## config.mk

```make
export PLATFORM = sky130hd
export DESIGN_NAME = vote_controller_flat
export DESIGN_NICKNAME = d
export VERILOG_FILES = /design/src/rtl/vote_pkg.sv /design/src/rtl/vote_if.sv /design/src/rtl/vote_tally.sv /design/src/rtl/vote_controller.sv /design/src/flat_wrapper.sv
export SDC_FILE = /design/constraint.sdc
export NUM_CORES = 1
export LEC_CHECK = 0
export ABC_AREA = 1
export CORE_MARGIN = 1
export CORE_UTILIZATION = 44
export DETAILED_ROUTE_END_ITERATION = 6
export HOLD_SLACK_MARGIN = 0.08
export PLACE_DENSITY = 0.76
export SYNTH_ARGS = -nofsm -noshare
export SYNTH_HDL_FRONTEND = slang
export SYNTH_SLANG_ARGS = --single-unit
```

## constraint.sdc

```tcl
create_clock -name clk -period 1.3 [get_ports clk]
set_input_delay 0.26 -clock clk [delete_from_list [all_inputs] [get_ports clk]]
set_output_delay 0.26 -clock clk [all_outputs]
set_load 0.02 [all_outputs]
```

## src/rtl/vote_pkg.sv

```systemverilog
// Shared types and widths for the vote controller slice.
package vote_pkg;
    localparam int ID_W     = 4;
    localparam int CAND_W   = 2;
    localparam int MAX_CAND = 1 << CAND_W;

    typedef enum logic [2:0] {
        IDLE,
        CHECK,
        WAIT_RESP,
        WAIT_VOTE,
        COMMIT
    } state_e;
endpackage

```

## src/rtl/vote_if.sv

```systemverilog
// Voter-ID checker link: query/mark strobes out, one-cycle-later response back.
interface vote_if;
    import vote_pkg::*;

    logic            check;
    logic            mark_done;
    logic [ID_W-1:0] id_out;
    logic            id_valid;
    logic            id_used;

    modport master (output check, output mark_done, output id_out,
                    input  id_valid, input id_used);
    modport slave  (input  check, input mark_done, input id_out,
                    output id_valid, output id_used);
endinterface

```

## src/rtl/vote_tally.sv

```systemverilog
// Per-candidate saturating tallies plus a saturating total, with a combinational read port.
module vote_tally
    import vote_pkg::*;
#(
    parameter int NUM_CAND = 4,
    parameter int TALLY_W  = 8
) (
    input  logic                clk,
    input  logic                reset,
    input  logic                inc_i,
    input  logic [CAND_W-1:0]   cand_i,
    input  logic [CAND_W-1:0]   tally_sel_i,
    output logic [TALLY_W-1:0]  tally_o,
    output logic [TALLY_W+1:0]  total_o
);
    logic [TALLY_W-1:0] tally_w [MAX_CAND];
    logic [TALLY_W+1:0] total_q;

    function automatic logic [TALLY_W-1:0] sat_inc(input logic [TALLY_W-1:0] v);
        return (&v) ? v : v + 1'b1;
    endfunction

    for (genvar c = 0; c < MAX_CAND; c++) begin : g_cand
        if (c < NUM_CAND) begin : g_live
            logic [TALLY_W-1:0] cnt_q;
            always_ff @(posedge clk) begin
                if (reset)
                    cnt_q <= '0;
                else if (inc_i && cand_i == CAND_W'(c))
                    cnt_q <= sat_inc(cnt_q);
            end
            assign tally_w[c] = cnt_q;
        end else begin : g_absent
            assign tally_w[c] = '0;
        end
    end

    always_ff @(posedge clk) begin
        if (reset)
            total_q <= '0;
        else if (inc_i && !(&total_q))
            total_q <= total_q + 1'b1;
    end

    assign tally_o = tally_w[tally_sel_i];
    assign total_o = total_q;
endmodule

```

## src/rtl/vote_controller.sv

```systemverilog
// Voting session controller: ID check, ballot capture, commit to the checker.
// Optional macro VOTE_TIMEOUT_EN adds an abandoned-ballot timeout in WAIT_VOTE.
module vote_controller
    import vote_pkg::*;
#(
    parameter int NUM_CAND     = 4,
    parameter int TALLY_W      = 8,
    parameter int RESP_TIMEOUT = 4,
    parameter int VOTE_TIMEOUT = 255
) (
    input  logic                clk,
    input  logic                reset,
    input  logic [ID_W-1:0]     voter_id_i,
    input  logic                id_submit_i,
    input  logic [CAND_W-1:0]   cand_sel_i,
    input  logic                vote_submit_i,
    vote_if.master              chk,
    output logic                busy_o,
    output logic                vote_ok_o,
    output logic                rejected_o,
    output logic                invalid_cand_o,
    output logic                timed_out_o,
    input  logic [CAND_W-1:0]   tally_sel_i,
    output logic [TALLY_W-1:0]  tally_out_o,
    output logic [TALLY_W+1:0]  total_votes_o
);
    localparam int                RT_W      = $clog2(RESP_TIMEOUT + 1);
    localparam logic [RT_W-1:0]   RESP_LAST = RT_W'(RESP_TIMEOUT - 1);
    localparam logic [CAND_W:0]   NCAND     = NUM_CAND[CAND_W:0];

    state_e          state_q, state_d;
    logic [ID_W-1:0] id_q, id_d;
    logic [RT_W-1:0] rt_q, rt_d;
    logic            check_c, mark_c, inc_c, cand_ok;

`ifdef VOTE_TIMEOUT_EN
    localparam int              VT_W      = $clog2(VOTE_TIMEOUT + 1);
    localparam logic [VT_W-1:0] VOTE_LAST = VT_W'(VOTE_TIMEOUT - 1);
    logic [VT_W-1:0] vt_q, vt_d;
`endif

    assign cand_ok = {1'b0, cand_sel_i} < NCAND;

    always_ff @(posedge clk) begin
        if (reset) begin
            state_q <= IDLE;
            id_q    <= '0;
            rt_q    <= '0;
`ifdef VOTE_TIMEOUT_EN
            vt_q    <= '0;
`endif
        end else begin
            state_q <= state_d;
            id_q    <= id_d;
            rt_q    <= rt_d;
`ifdef VOTE_TIMEOUT_EN
            vt_q    <= vt_d;
`endif
        end
    end

    always_comb begin
        state_d        = state_q;
        id_d           = id_q;
        rt_d           = rt_q;
`ifdef VOTE_TIMEOUT_EN
        vt_d           = vt_q;
`endif
        check_c        = 1'b0;
        mark_c         = 1'b0;
        inc_c          = 1'b0;
        vote_ok_o      = 1'b0;
        rejected_o     = 1'b0;
        invalid_cand_o = 1'b0;
        timed_out_o    = 1'b0;
        case (state_q)
            IDLE: begin
                if (id_submit_i) begin
                    id_d    = voter_id_i;
                    state_d = CHECK;
                end
            end
            CHECK: begin
                check_c = 1'b1;
                rt_d    = '0;
                state_d = WAIT_RESP;
            end
            WAIT_RESP: begin
                // id_used outranks id_valid when the checker raises both
                if (chk.id_used) begin
                    rejected_o = 1'b1;
                    state_d    = IDLE;
                end else if (chk.id_valid) begin
                    state_d = WAIT_VOTE;
`ifdef VOTE_TIMEOUT_EN
                    vt_d    = '0;
`endif
                end else if (rt_q == RESP_LAST) begin
                    timed_out_o = 1'b1;
                    state_d     = IDLE;
                end else begin
                    rt_d = rt_q + 1'b1;
                end
            end
            WAIT_VOTE: begin
                if (vote_submit_i && cand_ok) begin
                    inc_c   = 1'b1;
                    state_d = COMMIT;
                end else begin
                    invalid_cand_o = vote_submit_i;
`ifdef VOTE_TIMEOUT_EN
                    if (vt_q == VOTE_LAST) begin
                        timed_out_o = 1'b1;
                        state_d     = IDLE;
                    end else begin
                        vt_d = vt_q + 1'b1;
                    end
`endif
                end
            end
            COMMIT: begin
                mark_c    = 1'b1;
                vote_ok_o = 1'b1;
                state_d   = IDLE;
            end
            default: state_d = IDLE;
        endcase
        // Reset is synchronous, so quiet every strobe during the reset cycle itself
        if (reset) begin
            check_c        = 1'b0;
            mark_c         = 1'b0;
            inc_c          = 1'b0;
            vote_ok_o      = 1'b0;
            rejected_o     = 1'b0;
            invalid_cand_o = 1'b0;
            timed_out_o    = 1'b0;
        end
    end

    assign chk.check     = check_c;
    assign chk.mark_done = mark_c;
    assign chk.id_out    = id_q;
    assign busy_o        = (state_q != IDLE);

    vote_tally #(
        .NUM_CAND (NUM_CAND),
        .TALLY_W  (TALLY_W)
    ) u_tally (
        .clk         (clk),
        .reset       (reset),
        .inc_i       (inc_c),
        .cand_i      (cand_sel_i),
        .tally_sel_i (tally_sel_i),
        .tally_o     (tally_out_o),
        .total_o     (total_votes_o)
    );
endmodule

```

## src/flat_wrapper.sv

```systemverilog
// flat-port wrapper written by rule: the top's interface ports become plain ports
module vote_controller_flat import vote_pkg::*;
#(
    parameter int NUM_CAND     = 4,
    parameter int TALLY_W      = 8,
    parameter int RESP_TIMEOUT = 4,
    parameter int VOTE_TIMEOUT = 255
)
  (clk, reset, voter_id_i, id_submit_i, cand_sel_i, vote_submit_i, busy_o, vote_ok_o, rejected_o, invalid_cand_o, timed_out_o, tally_sel_i, tally_out_o, total_votes_o, chk_check, chk_mark_done, chk_id_out, chk_id_valid, chk_id_used);
  vote_if chk_i ();
  input  logic clk;
  input  logic reset;
  input  logic [ID_W-1:0] voter_id_i;
  input  logic id_submit_i;
  input  logic [CAND_W-1:0] cand_sel_i;
  input  logic vote_submit_i;
  output logic busy_o;
  output logic vote_ok_o;
  output logic rejected_o;
  output logic invalid_cand_o;
  output logic timed_out_o;
  input  logic [CAND_W-1:0] tally_sel_i;
  output logic [TALLY_W-1:0] tally_out_o;
  output logic [TALLY_W+1:0] total_votes_o;
  output wire logic [$bits(chk_i.check)-1:0] chk_check;
  output wire logic [$bits(chk_i.mark_done)-1:0] chk_mark_done;
  output wire logic [$bits(chk_i.id_out)-1:0] chk_id_out;
  input wire logic [$bits(chk_i.id_valid)-1:0] chk_id_valid;
  input wire logic [$bits(chk_i.id_used)-1:0] chk_id_used;
  assign chk_check = chk_i.check;
  assign chk_mark_done = chk_i.mark_done;
  assign chk_id_out = chk_i.id_out;
  assign chk_i.id_valid = chk_id_valid;
  assign chk_i.id_used = chk_id_used;
  vote_controller #(.NUM_CAND(NUM_CAND), .TALLY_W(TALLY_W), .RESP_TIMEOUT(RESP_TIMEOUT), .VOTE_TIMEOUT(VOTE_TIMEOUT)) u_core (.clk(clk), .reset(reset), .voter_id_i(voter_id_i), .id_submit_i(id_submit_i), .cand_sel_i(cand_sel_i), .vote_submit_i(vote_submit_i), .chk(chk_i), .busy_o(busy_o), .vote_ok_o(vote_ok_o), .rejected_o(rejected_o), .invalid_cand_o(invalid_cand_o), .timed_out_o(timed_out_o), .tally_sel_i(tally_sel_i), .tally_out_o(tally_out_o), .total_votes_o(total_votes_o));
endmodule
```

; Yosys cells after proc, flatten, opt, wreduce, memory -nomap -nowiden
; Index checks and enable logic that the tools add are counted.
[totals]
reg_bits = 52
word_cells = 84
[op_classes]
addsub = 6
reduce_logical = 22
n_bitwise = 5
muxes = 28
n_eq_ne = 14
n_lt_le_gt_ge = 1
[ops]
columns = op, n
row1 = "8-bit by 1-bit adder with 8-bit output, second input constant", 4
row2 = 8-bit AND reduction, 4
row3 = 3-bit two-way mux, 8
row4 = 8-bit binary-select mux with 2-bit select, 1
row5 = 8-bit two-way mux, 2
row6 = 1-bit two-way mux, 15
row7 = 3-bit one-hot mux with 4 select lines, 1
row8 = "10-bit by 1-bit adder with 10-bit output, second input constant", 1
row9 = "2-bit != test, second input constant", 5
row10 = 10-bit AND reduction, 1
row11 = 2-bit AND reduction, 5
row12 = "3-bit by 2-bit == test with 1-bit output, second input constant", 3
row13 = 3-bit one-hot mux with 2 select lines, 1
row14 = 1-bit logical AND, 5
row15 = "2-bit == test, second input constant", 2
row16 = "4-bit by 3-bit != test with 1-bit output, second input constant", 1
row17 = 1-bit inverter, 4
row18 = 4-bit AND reduction, 1
row19 = "3-bit by 1-bit adder with 3-bit output, second input constant", 1
row20 = "3-bit by 1-bit == test with 1-bit output, second input constant", 1
row21 = "3-bit == test, second input constant", 1
row22 = "3-bit greater-or-equal comparator, second input constant", 1
row23 = 3-bit logical NOT, 1
row24 = 2-bit inverter with 3-bit output, 1
row25 = 6 further kinds, 6

; Longest topological paths before layout
[logic_depth]
word_depth = 6
depth_mapped = 9

; Hierarchy
; A second synthesis with hierarchy kept.
[unflattened]
hier_cells = 509
hier_area_um2 = 3210.6
[modules_own_cells]
columns = module, area_per_inst_um2, cells_each, seq_area_each_um2, instances
row1 = vote_tally, 2632.5, 423, 840.8, 1
row2 = vote_controller, 578.1, 86, 200.2, 1

; Worst setup path after synthesis
; No wires, ideal clock.
[synth_path]
kind = reg2out
startpoint = register u_core.state_q[2]
endpoint = output port vote_ok_o
path_buffers = 1
t_required_ns = 1.040
path_slack_ns = -0.475
arrival_ns = 1.515
stages_incl_launch_ff = 4
path_cell_list = dfxtp_1 -> inv_1 -> nor4_1 -> buf_4
[synth_between]
elab_chain_cells = 3
[synth_lines]
columns = element, line_no
row1 = from (decl), vote_controller.sv:31  ; state_e state_q, state_d;
row2 = from (signal assigned), vote_controller.sv:53  ; state_q <= state_d;
row3 = 3-bit == test, --
row4 = 1-bit two-way mux (2 in series), --
row5 = to (decl), flat_wrapper.sv:18  ; output logic vote_ok_o;
; No other way between the ends.

; Worst setup path after layout
[layout_path]
startpoint = register u_core.state_q[2]
endpoint = register u_core.u_tally.g_cand[3].g_live.cnt_q[5]
[layout_between]
elab_chain_cells = 5
[layout_lines]
columns = element, line_no
row1 = 3-bit by 2-bit == test with 1-bit output, vote_controller.sv:76  ; case (state_q)
row2 = 1-bit two-way mux, vote_controller.sv:76
row3 = 1-bit two-way mux, vote_controller.sv:129  ; if (reset) begin
row4 = 1-bit logical AND, vote_tally.sv:29  ; else if (inc_i && cand_i == CAND_W'(c))
row5 = 2-bit AND reduction (no source line), --
row6 = to (signal assigned), vote_tally.sv:30  ; cnt_q <= sat_inc(cnt_q);
row7 = to (decl), vote_tally.sv:25  ; logic [TALLY_W-1:0] cnt_q;
; No other way between the ends.
; A chain may end at the register's enable or synchronous reset.

==> results.tsv <==
stage	metric	value	unit
clocking	clk_pin_slew	0.10	ns
placement	gp_congestion	0.880	
global_route	grt_pass1_vias	3831	
timing	final_max_slew_viol_count	0	
synth	synth_edf_count	0	
clocking	ctsHtreeMaxLevel	2	
routing	drtAntennaViolNets	0	
worst_setup_path	setup.worst_path.start_class	register	
synth	synth-seq-cells	52	
timing	fin_ws	-0.335	ns
floorplanning	fp.dieH	86.8	um
floorplanning	dieArea	7540	um2
run_status	violations	negative setup slack	
cells_and_area	final_util	77.7	%
cells_and_area	nFillCells	417	
worst_setup_path	path_class	register to register	
flow_run	drv_cap	0	
placement	post-place-ws	-1.02	ns
power	ir_drop	0.000466	V
synth	syn_area	3160	um2
global_route	overflow	0	
routing	route.detailed.drc	0	
synth	synth_common_cells	nand2_1, nor2_1, inv_1	
floorplanning	ios	43	
clocking	clock_path_buffers	2	
worst_setup_path	crit_family	buffers and inverters	
synth	synth-seq-area-share	32.9	%
clocking	hold_buffers	0	
floorplanning	initial_core_util	46.1	%
placement	hpwl	6.56	mm
power	power.total	3.75	mW
synth	synthTopCellsByArea	dfxtp_1, nand2_1, nor2_1	
routing	first_iter_violations	393	
floorplanning	core_area	6870	um2
worst_setup_path	cp-end-kind	register	
synth	synth-main-ff-cell	dfxtp_1	
worst_setup_path	cp_slowest_cell	dfxtp_2	
synth	synth_cells	535	
global_route	grt_pass1_wl	17.0	mm
worst_setup_path	path_buf_inv	5	
cells_and_area	regArea	1090	um2
worst_setup_path	max_stage_delay	0.35	ns
routing	route.met3.wl	1.01	mm
timing	rsz0062_at_grt	yes	
floorplanning	die_x	86.8	um
clocking	cts_sinks	52	
synth	yosysWarnings	0	
clocking	cts-root-buf	clkbuf_8	
synth	synthArstFlopShare	0	%
worst_hold_path	hold_class	register to register	
worst_setup_path	crit_path_cell_trace	buf_6 -> buf_6 -> nor2_4 -> buf_6 -> buf_6 -> nand3_4 -> nor2_1 -> buf_4 -> nand2_2 -> a21oi_1	
timing	max_freq	0.612	GHz
cells_and_area	antennaDiodeCount	0	
synth	synth.distinct_cells	26	
routing	drt_first_pass_iters	7	
global_route	grt_antenna_before_repair	0	
timing	clock_skew	0.00549	ns
routing	drt-total-wl	12.7	mm
timing	final_hold_viol_count	0	
synth	synth_fp_nets	556	
timing	finalSetupViolations	57	
clocking	numCtsBuffers	5	
worst_setup_path	worst_ep_required_time	1.57	ns
run_status	status	finished, violations left	
worst_setup_path	crit_arrival	1.91	ns
power	powerDensity	704	nW/um2
floorplanning	num_rows	30	
cells_and_area	multi_input_area	2410	um2
timing	fin_crit_sh	126	%
cells_and_area	nets	717	
synth	synth_most_common_cell	nand2_1	
clocking	insertion_delay	0.33	ns
synth	synth_top_area_share	32.9	%
placement	port_buffers	41	
worst_setup_path	path_max_fanout	5	
worst_setup_path	path_common_cell	buf_6	
routing	wl_met1	4.91	mm
cells_and_area	syn_to_final_growth	68.6	%
clocking	cts_tree	yes	
routing	vias_per_cell	5.59	
power	power.leakage	2.21	nW
synth	synth_top_area_cell	dfxtp_1	
cells_and_area	drive_above_1_share	42.2	%
timing	period_minus_slack	1.63	ns
routing	detail_route.wl_per_cell	16.0	um
global_route	grt_max_degree	35	
routing	vias	4433	
routing	routed-wl-met2	6.18	mm
global_route	track_usage	28.5	%
routing	highest_layer	met4	
synth	synth_area_per_cell	5.91	um2
worst min-delay path, delay by kind of cell (launching register included):
kind            cells  cell delay, ns
flops               1            0.33
compound gates      1            0.05
simple gates        1            0.06
path summary, 6_finish.rpt:
path / start / endpoint / slack, ns / depth (start not counted)
min: u_core.chk.id_out[2] / u_core.chk.id_out[2] / 0.48 / 2
max reg2reg: u_core.state_q[2] / u_core.u_tally.g_cand[3].g_live.cnt_q[5] / -0.33 / 10
min reg2reg: u_core.chk.id_out[2] / u_core.chk.id_out[2] / 0.48 / 2
max: u_core.state_q[2] / u_core.u_tally.g_cand[3].g_live.cnt_q[5] / -0.33 / 10
sequential cells by signal, summed over array words and instances, names as in the netlist:
name and count:
u_core.u_tally.g_cand.g_live.cnt_q 32, u_core.u_tally.total_o 10, u_core.chk.id_out 4, u_core.rt_q 3, u_core.state_q 3
through the flow:
step / cells / TNS, ns / hold WS [ns] / area (um2)
2_1_floorplan: 535 / -0.289 / 0.427 / 3260
6_report: 793 / -10.83 / 0.479 / 5340
5_1_grt: 793 / -14.36 / 0.507 / 5340
3_3_place_gp: 755 / -34.67 / 0.454 / 4450
4_1_cts: 787 / -7.98 / 0.476 / 5000
3_5_place_dp: 755 / -36.52 / 0.459 / 4450
logic make-up (layout without fill, tap and decap cells):
logic type	Yosys count	count (layout)	synth area share, %
flip-flops	52	52	32.9
AO/OA/AOI/OAI	75	75	12.1
adder cells (fa/ha/maj)	7	7	2.77
AND/OR/NAND/NOR	330	331	43.2
other	1	1	0.119
buffers and inverters	68	229	8.30
XOR/XNOR	2	2	0.554
metal layers:
metal,vias to the layer above,GRT usage [%]
met4,0,8.48
met3,77,4.57
li1,2026,-
met2,281,50.7
met5,-,0
met1,2049,35.3
power by group:
group | internal (mW) | switching [mW] | total, mW
combinational | 0.396 | 0.481 | 0.877
sequential | 1.64 | 0.0448 | 1.69
clock | 0.573 | 0.615 | 1.19
cells in the final DEF, fill, tap and decap left out, types with 8 or more instances in the layout:
cell type,n
nand2_1,121
o21ai_1,13
inv_1,41
nor2_1,95
clkdlybuf4s15_1,10
buf_6,24
nor2_4,19
nand3_4,8
a21oi_1,28
dfxtp_1,22
nand3_1,32
clkdlybuf4s50_1,8
o21ai_2,11
nand2_2,16
buf_4,114
inv_2,12
dfxtp_2,27
nor2_2,13
o21ai_0,10
final cells by class:
| class | instances | share of cell area [%] |
|---|---|---|
| Clock inverter | 3 | 0.774 |
| Sequential cell | 52 | 20.4 |
| Clock buffer | 5 | 1.29 |
| Timing Repair Buffer | 165 | 25.9 |
| Tap cell | 96 | 2.25 |
| Multi-Input combinational cell | 416 | 45.2 |
| Inverter | 56 | 4.15 |
what timing repair did:
item	in CTS	in global routing
cloned	1	0
gates resized for setup	203	104
setup endpoints to repair	74	72
buffers inserted	23	7
pin swaps	34	37
No activity file was read; power rests on OpenSTA's default activity.
